<file path="config.mk">
export PLATFORM = sky130hd
export DESIGN_NAME = mem_port_arbiter
export DESIGN_NICKNAME = d
export VERILOG_FILES = /design/src/rtl/mem_port_arbiter.sv
export SDC_FILE = /design/constraint.sdc
export NUM_CORES = 1
export LEC_CHECK = 0
export ABC_AREA = 1
export CAP_MARGIN = 40
export CORE_MARGIN = 8
export CORE_UTILIZATION = 40
export DETAILED_ROUTE_END_ITERATION = 8
export GPL_TIMING_DRIVEN = 0
export HOLD_SLACK_MARGIN = 0.08
export PLACE_DENSITY_LB_ADDON = 0.1
export SKIP_CTS_REPAIR_TIMING = 1
export SLEW_MARGIN = 30
export SYNTH_ARGS = -nofsm -noshare
export SYNTH_HDL_FRONTEND = slang
export SYNTH_SLANG_ARGS = --single-unit
</file>
<file path="constraint.sdc">
create_clock -name clk_i -period 3.1 [get_ports clk_i]
set_input_delay 0.31 -clock clk_i [delete_from_list [all_inputs] [get_ports clk_i]]
set_output_delay 0.31 -clock clk_i [all_outputs]
set_load 0.03 [all_outputs]
</file>
<file path="src/rtl/mem_port_arbiter.sv">
// Arbitrates one single-port memory between instruction fetch and data accesses.
// Data has fixed priority; each access runs ISSUE -> WAIT (WAIT+1 cycles) -> RESP.
module mem_port_arbiter #(
    parameter int unsigned ADDR_W = 8,
    parameter int unsigned DATA_W = 16,
    parameter int unsigned WAIT   = 1
) (
    input  logic              clk_i,
    input  logic              rst_ni,
    input  logic              if_req_i,
    input  logic [ADDR_W-1:0] if_addr_i,
    input  logic              if_abort_i,
    output logic              if_ack_o,
    output logic [DATA_W-1:0] if_rdata_o,
    input  logic              d_req_i,
    input  logic              d_we_i,
    input  logic [ADDR_W-1:0] d_addr_i,
    input  logic [DATA_W-1:0] d_wdata_i,
    output logic              d_ack_o,
    output logic [DATA_W-1:0] d_rdata_o,
    output logic              mem_en_o,
    output logic              mem_we_o,
    output logic [ADDR_W-1:0] mem_addr_o,
    output logic [DATA_W-1:0] mem_wdata_o,
    input  logic [DATA_W-1:0] mem_rdata_i,
    output logic              stall_if_o,
    output logic              stall_mem_o,
    output logic              busy_o
);

    typedef enum logic [1:0] {StIdle, StIssue, StWait, StResp} state_e;

    localparam logic [2:0] WaitCnt = 3'(WAIT);

    state_e            state_q;
    logic [2:0]        cnt_q;
    logic              owner_q;  // 1 = data, 0 = fetch
    logic              we_q;
    logic              killed_q;
    logic              if_ack_q;
    logic              d_ack_q;
    logic              mem_en_q;
    logic              mem_we_q;
    logic [ADDR_W-1:0] mem_addr_q;
    logic [DATA_W-1:0] mem_wdata_q;
    logic [DATA_W-1:0] if_rdata_q;
    logic [DATA_W-1:0] d_rdata_q;

    always_ff @(posedge clk_i or negedge rst_ni) begin
        if (!rst_ni) begin
            state_q     <= StIdle;
            cnt_q       <= 3'd0;
            owner_q     <= 1'b0;
            we_q        <= 1'b0;
            killed_q    <= 1'b0;
            if_ack_q    <= 1'b0;
            d_ack_q     <= 1'b0;
            mem_en_q    <= 1'b0;
            mem_we_q    <= 1'b0;
            mem_addr_q  <= '0;
            mem_wdata_q <= '0;
            if_rdata_q  <= '0;
            d_rdata_q   <= '0;
        end else begin
            unique case (state_q)
                StIdle: begin
                    if (d_req_i) begin
                        owner_q     <= 1'b1;
                        we_q        <= d_we_i;
                        mem_addr_q  <= d_addr_i;
                        mem_wdata_q <= d_wdata_i;
                        mem_en_q    <= 1'b1;
                        mem_we_q    <= d_we_i;
                        state_q     <= StIssue;
                    end else if (if_req_i && !if_abort_i) begin
                        owner_q    <= 1'b0;
                        we_q       <= 1'b0;
                        mem_addr_q <= if_addr_i;
                        mem_en_q   <= 1'b1;
                        mem_we_q   <= 1'b0;
                        state_q    <= StIssue;
                    end
                end
                StIssue: begin
                    mem_en_q <= 1'b0;
                    mem_we_q <= 1'b0;
                    cnt_q    <= WaitCnt;
                    if (!owner_q && if_abort_i) killed_q <= 1'b1;
                    state_q  <= StWait;
                end
                StWait: begin
                    if (!owner_q && if_abort_i) killed_q <= 1'b1;
                    if (cnt_q == 3'd0) begin
                        if (owner_q && !we_q) d_rdata_q <= mem_rdata_i;
                        if (!owner_q) if_rdata_q <= mem_rdata_i;
                        d_ack_q  <= owner_q;
                        // A flush landing on the last WAIT cycle must also suppress the ack.
                        if_ack_q <= !owner_q && !killed_q && !if_abort_i;
                        state_q  <= StResp;
                    end else begin
                        cnt_q <= cnt_q - 3'd1;
                    end
                end
                StResp: begin
                    d_ack_q  <= 1'b0;
                    if_ack_q <= 1'b0;
                    killed_q <= 1'b0;
                    state_q  <= StIdle;
                end
            endcase
        end
    end

    assign if_ack_o    = if_ack_q && !if_abort_i;
    assign d_ack_o     = d_ack_q;
    assign if_rdata_o  = if_rdata_q;
    assign d_rdata_o   = d_rdata_q;
    assign mem_en_o    = mem_en_q;
    assign mem_we_o    = mem_we_q;
    assign mem_addr_o  = mem_addr_q;
    assign mem_wdata_o = mem_wdata_q;
    assign busy_o      = (state_q != StIdle);
    assign stall_mem_o = d_req_i && !d_ack_o;
    assign stall_if_o  = if_req_i && !if_ack_o && !if_abort_i;

endmodule
</file>
Word-level counts from Yosys, hierarchy flattened:

Index checks and enable logic that the tools add are counted.

* flip-flop bits (word level): 68
* bits of input ports: 54
* output and inout bits: 63
* logic and storage cells: 76

* add/sub/neg operators: 1
* eq/ne operators: 7
* mux-type cells: 21
* bitwise logic cells: 1
* reduce and logical (&&, ||, !) cells: 33

Operators by type and width (count)
* $mux 8: 2
* $reduce_and 2->1: 7
* $reduce_bool 2->1: 6
* $pmux 1 s2: 5
* $logic_and 1x1->1: 9
* $mux 1: 8
* $pmux 2 s4: 1
* $logic_not 1->1: 6
* $mux 2: 3
* $pmux 3 s2: 1
* $reduce_and 3->1: 2
* $eq 2x2->1 const B: 2
* $ne 2x2->1 const B: 2
* $logic_not 3->1: 1
* $mux 3: 1
* $ne 3x3->1 const B: 1
* $sub 3x1->3 const B: 1
* $eq 2x1->1 const B: 1
* $logic_not 2->1: 1
* $ne 2x1->1 const B: 1
* $reduce_or 2->1: 1
* $not 1->1: 1

Logic depth before layout (Yosys ltp):

Gate-level depths: netlist of the first run.

* depth after elaboration: 5
* depth in mapped cells: 8
* mapped depth without buffers: 8

Worst setup path before layout of the first run:

Ideal clock, no wire load.

* path type: input port to output port
* start point: in d_req_i
* end point: out stall_mem_o
* arrival time: 1.105 ns
* data required time: 2.790 ns
* path slack: 1.685 ns
* stages: 4
* buffers on the path: 2
* cells stage by stage: buf_2 > inv_1 > buf_2 > nor2_1

* cells in the longest elaborated chain, start to end: 1

RTL lines
* start, declared: line 15 `input logic d_req_i,`
* $logic_and 1x1->1: line 123 `assign stall_mem_o = d_req_i && !d_ack_o;`
* end, declared: line 27 `output logic stall_mem_o,`

Every way passes these cells.

Final worst setup path of the first run:

* start point: reg state_q[0]
* end point: out busy_o

* cells in the longest elaborated chain, start to end: 1

RTL lines
* start, declared: line 35 `state_e state_q;`
* start signal, assigned: line 51 `state_q <= StIdle;`
* start signal, assigned: line 74 `state_q <= StIssue;`
* start signal, assigned: line 81 `state_q <= StIssue;`
* $reduce_bool 2->1: line 122 `assign busy_o = (state_q != StIdle);`
* end, declared: line 28 `output logic busy_o`

Every way passes these cells.

==> reports/summary.txt, run 1 <==
status - finished clean
Syn. warnings - 0
crit-path max FO - 4
Starting Density - 40.7%
max frequency - 467 MHz
Worst EP required - 2790 ps
core footprint - 7180 µm²
DRC Markers - 0
met1 wire length - 3350 µm
CTS tree - done
Worst setup EP type - primary output
Max Slew Vio Count - 0
Num CTS Buffers - 9
Post-Synthesis Cells - 356
Rows - 31
grt total ovfl - 0
initial drt markers - 79
post-route ant nets - 0
clk_lat worst skew - 340 ps
vias in the first global route - 2,632
CP Class - reg -> out
reg2reg end - d_rdata_o[14]
ANT cells - 0
Clock Skew - 12.1 ps
Total GRT Usage - 15.6%
initial antenna violation count - 0
Cells after DPL - 571
share of cells above drive strength 1 - 6.13%
first-pass GRT wire length - 12,700 µm
largest net degree at the start of global routing - 38
wire per inst - 13.1 µm
Chip Height - 102 µm
Worst Setup EP - busy_o
met3 routed wirelength - 611 µm
Netlist cell types - 19
commonest non-fill, non-tap cell in the layout - nand2_1
RSZ-0062 raised after global routing - false
Final nets - 544
crit start category - flip-flop
most frequent cells in the layout - nand2_1, clkdlybuf4s50_1, dfrtp_1
Multi-input gate area - 1030 µm²
Synth Cell Area - 2920 µm²
Area Overhead vs Synth - 51.4%
Crit Reg-Reg Startpoint - state_q[0]
met2 WL - 3700 µm
final hold vios - 0
Top Layer Used - met4
sequential cell area - 1700 µm²
final worst slack - 959 ps
H-tree depth - 3
PwrDens - 1100 nW/µm²
reg2reg path depth - 8
clk slew on worst S/H paths - 70 ps
slew margin rel. - 71.2%
clk sink count - 68
average size of a mapped cell - 8.21 µm²
Clock Path Buffers - 2
Synthesized Nets - 416
reg-to-reg slack, setup - 1420 ps
actual slew at the worst max-slew pin - 432 ps
non-filler cells, final - 588
setup TNS - 0 ps
sequential fraction of the synthesis area - 58.2%
hold slack - 401 ps
Port Buffer Count - 115
Max VDD drop - 0.470 mV
GPL Wtd Cong - 0.855
io pins - 117
Static Leak - 2.26 nW
vias post-DR - 2,593
DRT Wirelength - 7690 µm
Critical Path AT - 1830 ps
minimum clock period after layout - 2140 ps
worst hold path depth - 5
count of state elements after synthesis - 68
drt pass-1 iters - 4
worst min-delay path category - in -> reg
Via density - 4.41
final setup vio count - 0
post-DP HPWL - 5870 µm
die width - 102 µm
Tcrit/Tclk final - 69.1%
CTS root buf - clkbuf_8
Fill cells - 657
full die area - 10,300 µm²
setup slack at placement - 1060 ps
total chip power - 4.86 mW
beginning of the critical path - state_q[0]
Max-cap violations - 0
state kept, by name, indices dropped and copies added, names as in the netlist:
name and flops:
mem_we_o 1, state_q 2, we_q 1, mem_en_o 1, d_ack_o 1, cnt_q 3
mem_addr_o 8, if_ack_q 1, mem_wdata_o 16, d_rdata_o 16, owner_q 1, if_rdata_o 16
killed_q 1
how the worst min path moves through the flow:
| stage | startpoint | end | slack (ps) |
|---|---|---|---|
| global route | d_req_i | mem_addr_o[2] | 430 |
| global placement | mem_wdata_o[1] | mem_wdata_o[1] | 460 |
| finish | d_req_i | mem_addr_o[4] | 400 |
| floorplan | rst_ni | cnt_q[0] | 10 |
| CTS | rst_ni | if_rdata_o[3] | -90 |
| detailed placement | rst_ni | mem_addr_o[7] | 280 |
stage by stage:
step,cell area [µm²],utilization (%)
floorplan,2920,-
global placement,4200,58.5
detailed placement,4220,58.8
CTS,4420,61.6
global route,4430,61.7
finish,4430,61.7
metal layers:
layer	global-route usage (%)	vias to the layer above
met4	6.41	0
li1	-	1330
met2	25.3	65
met5	0	-
met1	18.6	1196
met3	5.29	2
where the power goes:
group,internal (mW),switching [mW]
Sequential,1.32,0.244
Clock,0.392,0.337
Combinational,1.03,1.54
Total,2.74,2.12
final cells by class:
cell class	instances	area share (%)
Sequential cell	68	38.4
Timing Repair Buffer	117	26.6
Multi-Input combinational cell	242	23.3
Clock buffer	10	3.11
Inverter	36	3.05
Tap cell	99	2.80
Clock inverter	6	1.44
Buffer	10	1.27
cell families (layout without fill, tap and decap cells):
group | after synthesis | after routing | share of synthesized area, %
AO/OA/AOI/OAI | 23 | 23 | 4.07
adder cells (fa/ha/maj) | 6 | 6 | 2.57
buffers and inverters | 46 | 179 | 6.55
AND/OR/NAND/NOR | 213 | 213 | 28.6
flip-flops | 68 | 68 | 58.2
synth_stat cells, drive strengths merged:
library cell	instances	area (µm²)
dfrtp	68	1700
ha	6	75.1
buf	9	52.6
a31oi	1	6.26
nor2	8	30.0
nor3	1	16.3
o21ai	19	95.1
inv	35	131
o21bai	1	7.51
clkinv	1	3.75
clkbuf	1	3.75
nand2	192	728
nand3	11	55.1
a21oi	2	10.0
nand3b	1	7.51
worst max-delay path: stages (launching register included):
cell and delay [ps]:
dfrtp_1 400, inv_1 80, ha_1 240, inv_1 100, clkdlybuf4s50_1 680
Note: power is estimated with default switching activity, not from simulation.
==> inputs of run 2 (changes only) <==
Settings changed: CORE_UTILIZATION 40 to 39.
Clock period 3.1 ns to 1.85 ns, I/O delays scaled along.
==> reports/summary.txt, run 2 (synthesized netlist as in run 1, its figures left out) <==
Static Leak - 2.29 nW (was 2.26 nW)
clk sink count - 68 (unchanged)
reg2reg end - d_rdata_o[11] (was d_rdata_o[14])
final worst slack - 66.9 ps (was 959 ps)
Psw - 3.59 mW (was 2.12 mW)
Num CTS Buffers - 9 (unchanged)
crit start category - input pin (was flip-flop)
Worst EP required - 1660 ps (was 2790 ps)
initial drt markers - 81 (was 79)
Starting Density - 40.3% (was 40.7%)
io pins - 117 (unchanged)
share of cells above drive strength 1 - 6.54% (was 6.13%)
vias in the first global route - 2,729 (was 2,632)
Worst setup EP type - primary output (unchanged)
initial antenna violation count - 0 (unchanged)
Max VDD drop - 1.00 mV (was 0.470 mV)
Clock Path Buffers - 2 (unchanged)
RSZ-0062 raised after global routing - false (unchanged)
fin area - 4490 µm² (was 4430 µm²)
Clock Skew - 9.77 ps (was 12.1 ps)
non-filler cells, final - 588 (unchanged)
grt total ovfl - 0 (unchanged)
Max Slew Vio Count - 0 (unchanged)
die width - 103 µm (was 102 µm)
reg2reg path depth - 8 (unchanged)
wire per inst - 13.3 µm (was 13.1 µm)
Final nets - 544 (unchanged)
commonest non-fill, non-tap cell in the layout - nand2_1 (unchanged)
PwrDens - 1880 nW/µm² (was 1100 nW/µm²)
utilization after layout - 61.9% (was 61.7%)
clk_lat worst skew - 330 ps (was 340 ps)
max frequency - 561 MHz
clk slew on worst S/H paths - 70 ps (about the same)
Clock power frac - 17.8% (was 15.0%)
Crit Reg-Reg Startpoint - state_q[0] (unchanged)
final setup vio count - 0 (unchanged)
CP Class - in -> out (was reg -> out)
reg-to-reg slack, setup - 200 ps (was 1420 ps)
most frequent cells in the layout - nand2_1, clkdlybuf4s50_1, dfrtp_1 (unchanged)
worst min-delay path category - in -> reg (unchanged)
Fill cells - 659 (was 657)
Total GRT Usage - 15.5% (was 15.6%)
worst-path cell chain - clkdlybuf4s50_1, inv_1, nand2_1, nor2_1, clkdlybuf4s50_1 (was inv_1, ha_1, inv_1, clkdlybuf4s50_1)
final hold vios - 0 (unchanged)
ANT cells - 0 (unchanged)
DRC Markers - 0 (unchanged)
Worst Setup EP - stall_if_o (was busy_o)
largest net degree at the start of global routing - 44 (was 38)
status - finished clean (unchanged)
CTS tree - done (unchanged)
Chip Height - 103 µm (was 102 µm)
GPL Wtd Cong - 0.832 (was 0.855)
cell mode on critical path - clkdlybuf4s50_1 (was inv_1)
Rows - 31 (unchanged)
CP max stage delay - 680 ps (about the same)
crit-path max FO - 4 (unchanged)
Cells after DPL - 571 (unchanged)
Flop pwr share - 31.2% (was 32.2%)
CTS root buf - clkbuf_8 (unchanged)
post-DP HPWL - 5950 µm (was 5870 µm)
minimum clock period after layout - 1780 ps
Critical Path AT - 1600 ps (was 1830 ps)
Post-DP Area - 4220 µm² (about the same)
actual slew at the worst max-slew pin - 429 ps (was 432 ps)
core footprint - 7250 µm² (was 7180 µm²)
vias post-DR - 2,623 (was 2,593)
post-route ant nets - 0 (unchanged)
Area Overhead vs Synth - 53.6% (was 51.4%)
Port Buffer Count - 115 (unchanged)
combinational share of power - 51.1% (was 52.8%)
drt pass-1 iters - 6 (was 4)
slew margin rel. - 71.4% (was 71.2%)
Pint - 4.87 mW (was 2.74 mW)
Max stage delay cell, worst path - clkdlybuf4s50_1 (unchanged)
full die area - 10,500 µm² (was 10,300 µm²)
Max-cap violations - 0 (unchanged)
DRT Wirelength - 7840 µm (was 7690 µm)
sw frac - 42.5% (was 43.6%)
beginning of the critical path - if_abort_i (was state_q[0])
Via density - 4.46 (was 4.41)
setup slack at placement - 65.1 ps (was 1060 ps)
setup TNS - 0 ps (unchanged)
first-pass GRT wire length - 12,700 µm (about the same)
H-tree depth - 3 (unchanged)
Tcrit/Tclk final - 96.4%
[run 2: cell type report]
type                       instances  area [µm²]  area share [%]
sequential                        68        1700            37.9
timing repair buffer             117        1190            26.5
multi-input combinational        242        1030            23.0
inverter                          36         139            3.09
clock buffer                      10         138            3.06
tap                               99         124            2.76
clock inverter                     6         111            2.48
buffer                            10        56.3            1.25
[run 2: worst min-delay path by stage]
stage	startpoint	endpoint	slack, ps	cells past startpoint
after floorplan	rst_ni	cnt_q[0]	-110	0
after global placement	mem_wdata_o[7]	mem_wdata_o[7]	460	2
after global routing	d_req_i	mem_addr_o[4]	290	5
final	d_req_i	mem_addr_o[1]	280	5
after CTS	rst_ni	mem_wdata_o[5]	-250	1
after detailed placement	rst_ni	mem_wdata_o[5]	130	1
[run 2: power groups by stage]
stage | Combinational [mW] | Sequential, mW | Clock, mW
final | 4.32 | 2.64 | 1.50
after detailed placement | 4.37 | 2.65 | 0
after global placement | 4.30 | 2.62 | 0
after CTS | 4.39 | 2.64 | 1.53
after global routing | 4.69 | 2.72 | 1.60
after floorplan | 1.26 | 3.86 | 0
[run 2: metrics by stage]
stage,power [mW],hold slack [ps]
after floorplan,5.12,-111
after global placement,6.92,461
after detailed placement,7.02,126
after CTS,8.56,-246
after global routing,9.01,294
final,8.46,281
[run 2: layer usage]
metal	share of wire (%)	global-route usage (%)
met1	43	18.2
met2	48	25.8
met3	8.2	5.06
met4	0.84	5.76
met5	0	0
[run 2: critical path, delay by kind of cell]
kind	cells	cell delay (ps)
and+or+nand+nor	2	170
buffers and inverters	3	1240
==> RTL edit, RTL diff (flow settings as in run 2) <==
Reset style: synchronous (`rst_ni`), changed in one clocked block.
--- a/src/rtl/mem_port_arbiter.sv
+++ b/src/rtl/mem_port_arbiter.sv
@@ -46,7 +46,7 @@
     logic [DATA_W-1:0] if_rdata_q;
     logic [DATA_W-1:0] d_rdata_q;
 
-    always_ff @(posedge clk_i or negedge rst_ni) begin
+    always_ff @(posedge clk_i) begin
         if (!rst_ni) begin
             state_q     <= StIdle;
             cnt_q       <= 3'd0;
Function: differs if rst_ni is asserted again (counterexample within 4 cycles, from zero or initial values and one cycle with rst_ni low); with rst_ni held inactive, the same outputs for 10 cycles.
==> RTL edit against run 2 <==
  * Utilization fell by 1.3 points
  * Critical path type is now reg -> out
  * Design area fell by 1.5%
  * Total power fell by 25%
  * Sequential cell count did not move
  * First-iteration DRC count fell by 30%
  * Wire length rose by 2.6%
  * Critical endpoint is now if_ack_o
  * Worst setup slack improved by 0.075 ns
  * Area after synthesis rose by 1.4%
==> RTL edit: results (changes against run 2) <==
Outcome:
- The flow ran to the end, and the final reports show no timing, DRC or antenna violations.

Route:
- The number of DRC markers after the initial detailed-route iteration is 57 (-30%).

Cells and area:
- The number of nets in the final layout is 612 (+13%).
- The fraction of final layout cells sized beyond drive strength 1 is 6.83% (+0.29 points).

Global routing:
- The global routing usage summed across all routing layers is 15.7% (+0.17 points).
- The pin count of the biggest net entering global routing is 12 (-73%).
- The via count of the first global-routing pass is 2866 (+5.0%).

Place:
- The instance count after placement with tap cells included was 640 (+12%).
- The placed wire-length estimate after detailed placement is 6060 um (+1.8%).
- The placed instance area came to 0.00423 mm^2 (+0.12%).
- The count of buffers inserted at the top-level ports is 114 (-0.87%).

Worst hold path:
- The start point of the worst hold path is rst_ni.

Pwr:
- The maximum VDD drop is 750 uV (-25%).
- The power per cell area is 1440 mW/mm^2 (-24%).
- The static power due to leakage is 1.97 nW (-14%).

Synth:
- The number of nets in the synthesized netlist is 487 (+17%).
- Sorting the synthesized cells by how often they occur yields 124 x sky130_fd_sc_hd__nand2_1, 120 x sky130_fd_sc_hd__nor2_1, 68 x sky130_fd_sc_hd__dfxtp_1, 40 x sky130_fd_sc_hd__inv_1, 21 x sky130_fd_sc_hd__o21ai_0.
- The proportion of synthesized flip-flops having asynchronous set or reset came to 0% (-100 points).
- The post-synthesis cell type count is 25 (+6).
- Ranked by total cell area, the synthesized netlist is headed by sky130_fd_sc_hd__dfxtp_1 46%, sky130_fd_sc_hd__nand2_1 16%, sky130_fd_sc_hd__nor2_1 15%.

Critical path:
- In this run the critical register-to-register path is launched from state_q[0].
- The highest fanout seen on the critical path is 3 (-1).
- The worst setup path startpoint is if_ack_q.
- The endpoint arrival time on the critical path is 1.52 ns (-0.08 ns).

STA:
- The clock tree skew after final layout came to 0.00867 ns (-0.00110 ns).

Clock network:
- The latest clock arrival within the worst-skew pair is approximately 0.34 ns.
## RTL edit: cell count changes in the layout (fill, tap and decap cells not counted), moves of 5 or more
cell | before | now
sky130_fd_sc_hd__buf_6 | 1 | 9
sky130_fd_sc_hd__dfxtp_1 | 0 | 68
sky130_fd_sc_hd__inv_1 | 35 | 40
sky130_fd_sc_hd__nand2_1 | 189 | 124
sky130_fd_sc_hd__buf_2 | 6 | 1
sky130_fd_sc_hd__dfrtp_1 | 68 | 0
sky130_fd_sc_hd__a21oi_1 | 2 | 10
sky130_fd_sc_hd__nor2_1 | 8 | 120
sky130_fd_sc_hd__nand3_1 | 11 | 4
## RTL edit: power breakdown
group / total [mW] / switching [mW] / internal (mW)
clock network: 1.20 / 0.558 / 0.645
registers: 2.11 / 0.231 / 1.88
logic: 3.06 / 1.81 / 1.25
## RTL edit: worst max-delay path: cells and delay by family (launching register included)
kind / cells / cell delay [ns]
buffers and inverters: 2 / 0.74
flip-flops: 1 / 0.36
AND/OR/NAND/NOR: 1 / 0.10
## RTL edit: cell type report
cell class | instances | area share (%)
clock buffer | 10 | 3.11
multi-input combinational | 298 | 29.0
timing repair buffer | 114 | 25.9
tap | 99 | 2.80
inverter | 43 | 3.76
clock inverter | 5 | 1.19
sequential | 68 | 30.8
buffer | 18 | 3.42
## RTL edit: stage by stage
step | setup TNS [ns] | hold slack (ns)
6_report | 0 | 0.178
4_1_cts | -0.279 | 0.164
2_1_floorplan | 0 | 0.332
5_1_grt | 0 | 0.181
3_5_place_dp | 0 | 0.457
3_3_place_gp | 0 | 0.448
## RTL edit: cells by family after synthesis
| kind of cell | count (synthesis) | share of synthesized area (%) |
|---|---|---|
| AOI/OAI and AO/OA | 33 | 5.74 |
| xor gates and xnor gates | 1 | 0.296 |
| adders and majority gates | 6 | 2.53 |
| buffers and inverters | 61 | 10.7 |
| DFF | 68 | 45.9 |
| and+or+nand+nor | 258 | 34.8 |
## RTL edit: path summary, 6_finish.rpt
| check | end | slack (ns) | cells after the start |
|---|---|---|---|
| max | if_ack_o | 0.14 | 3 |
| min | state_q[0] | 0.18 | 3 |
| max reg2reg | mem_wdata_o[12] | 0.37 | 6 |
| min reg2reg | we_q | 0.47 | 2 |
## RTL edit: layer usage
| layer | wire length [um] | GRT usage (%) |
|---|---|---|
| met1 | 3490 | 17.5 |
| met2 | 3660 | 25.8 |
| met3 | 820 | 6.69 |
| met4 | 82 | 6.12 |
| met5 | 0 | 0 |
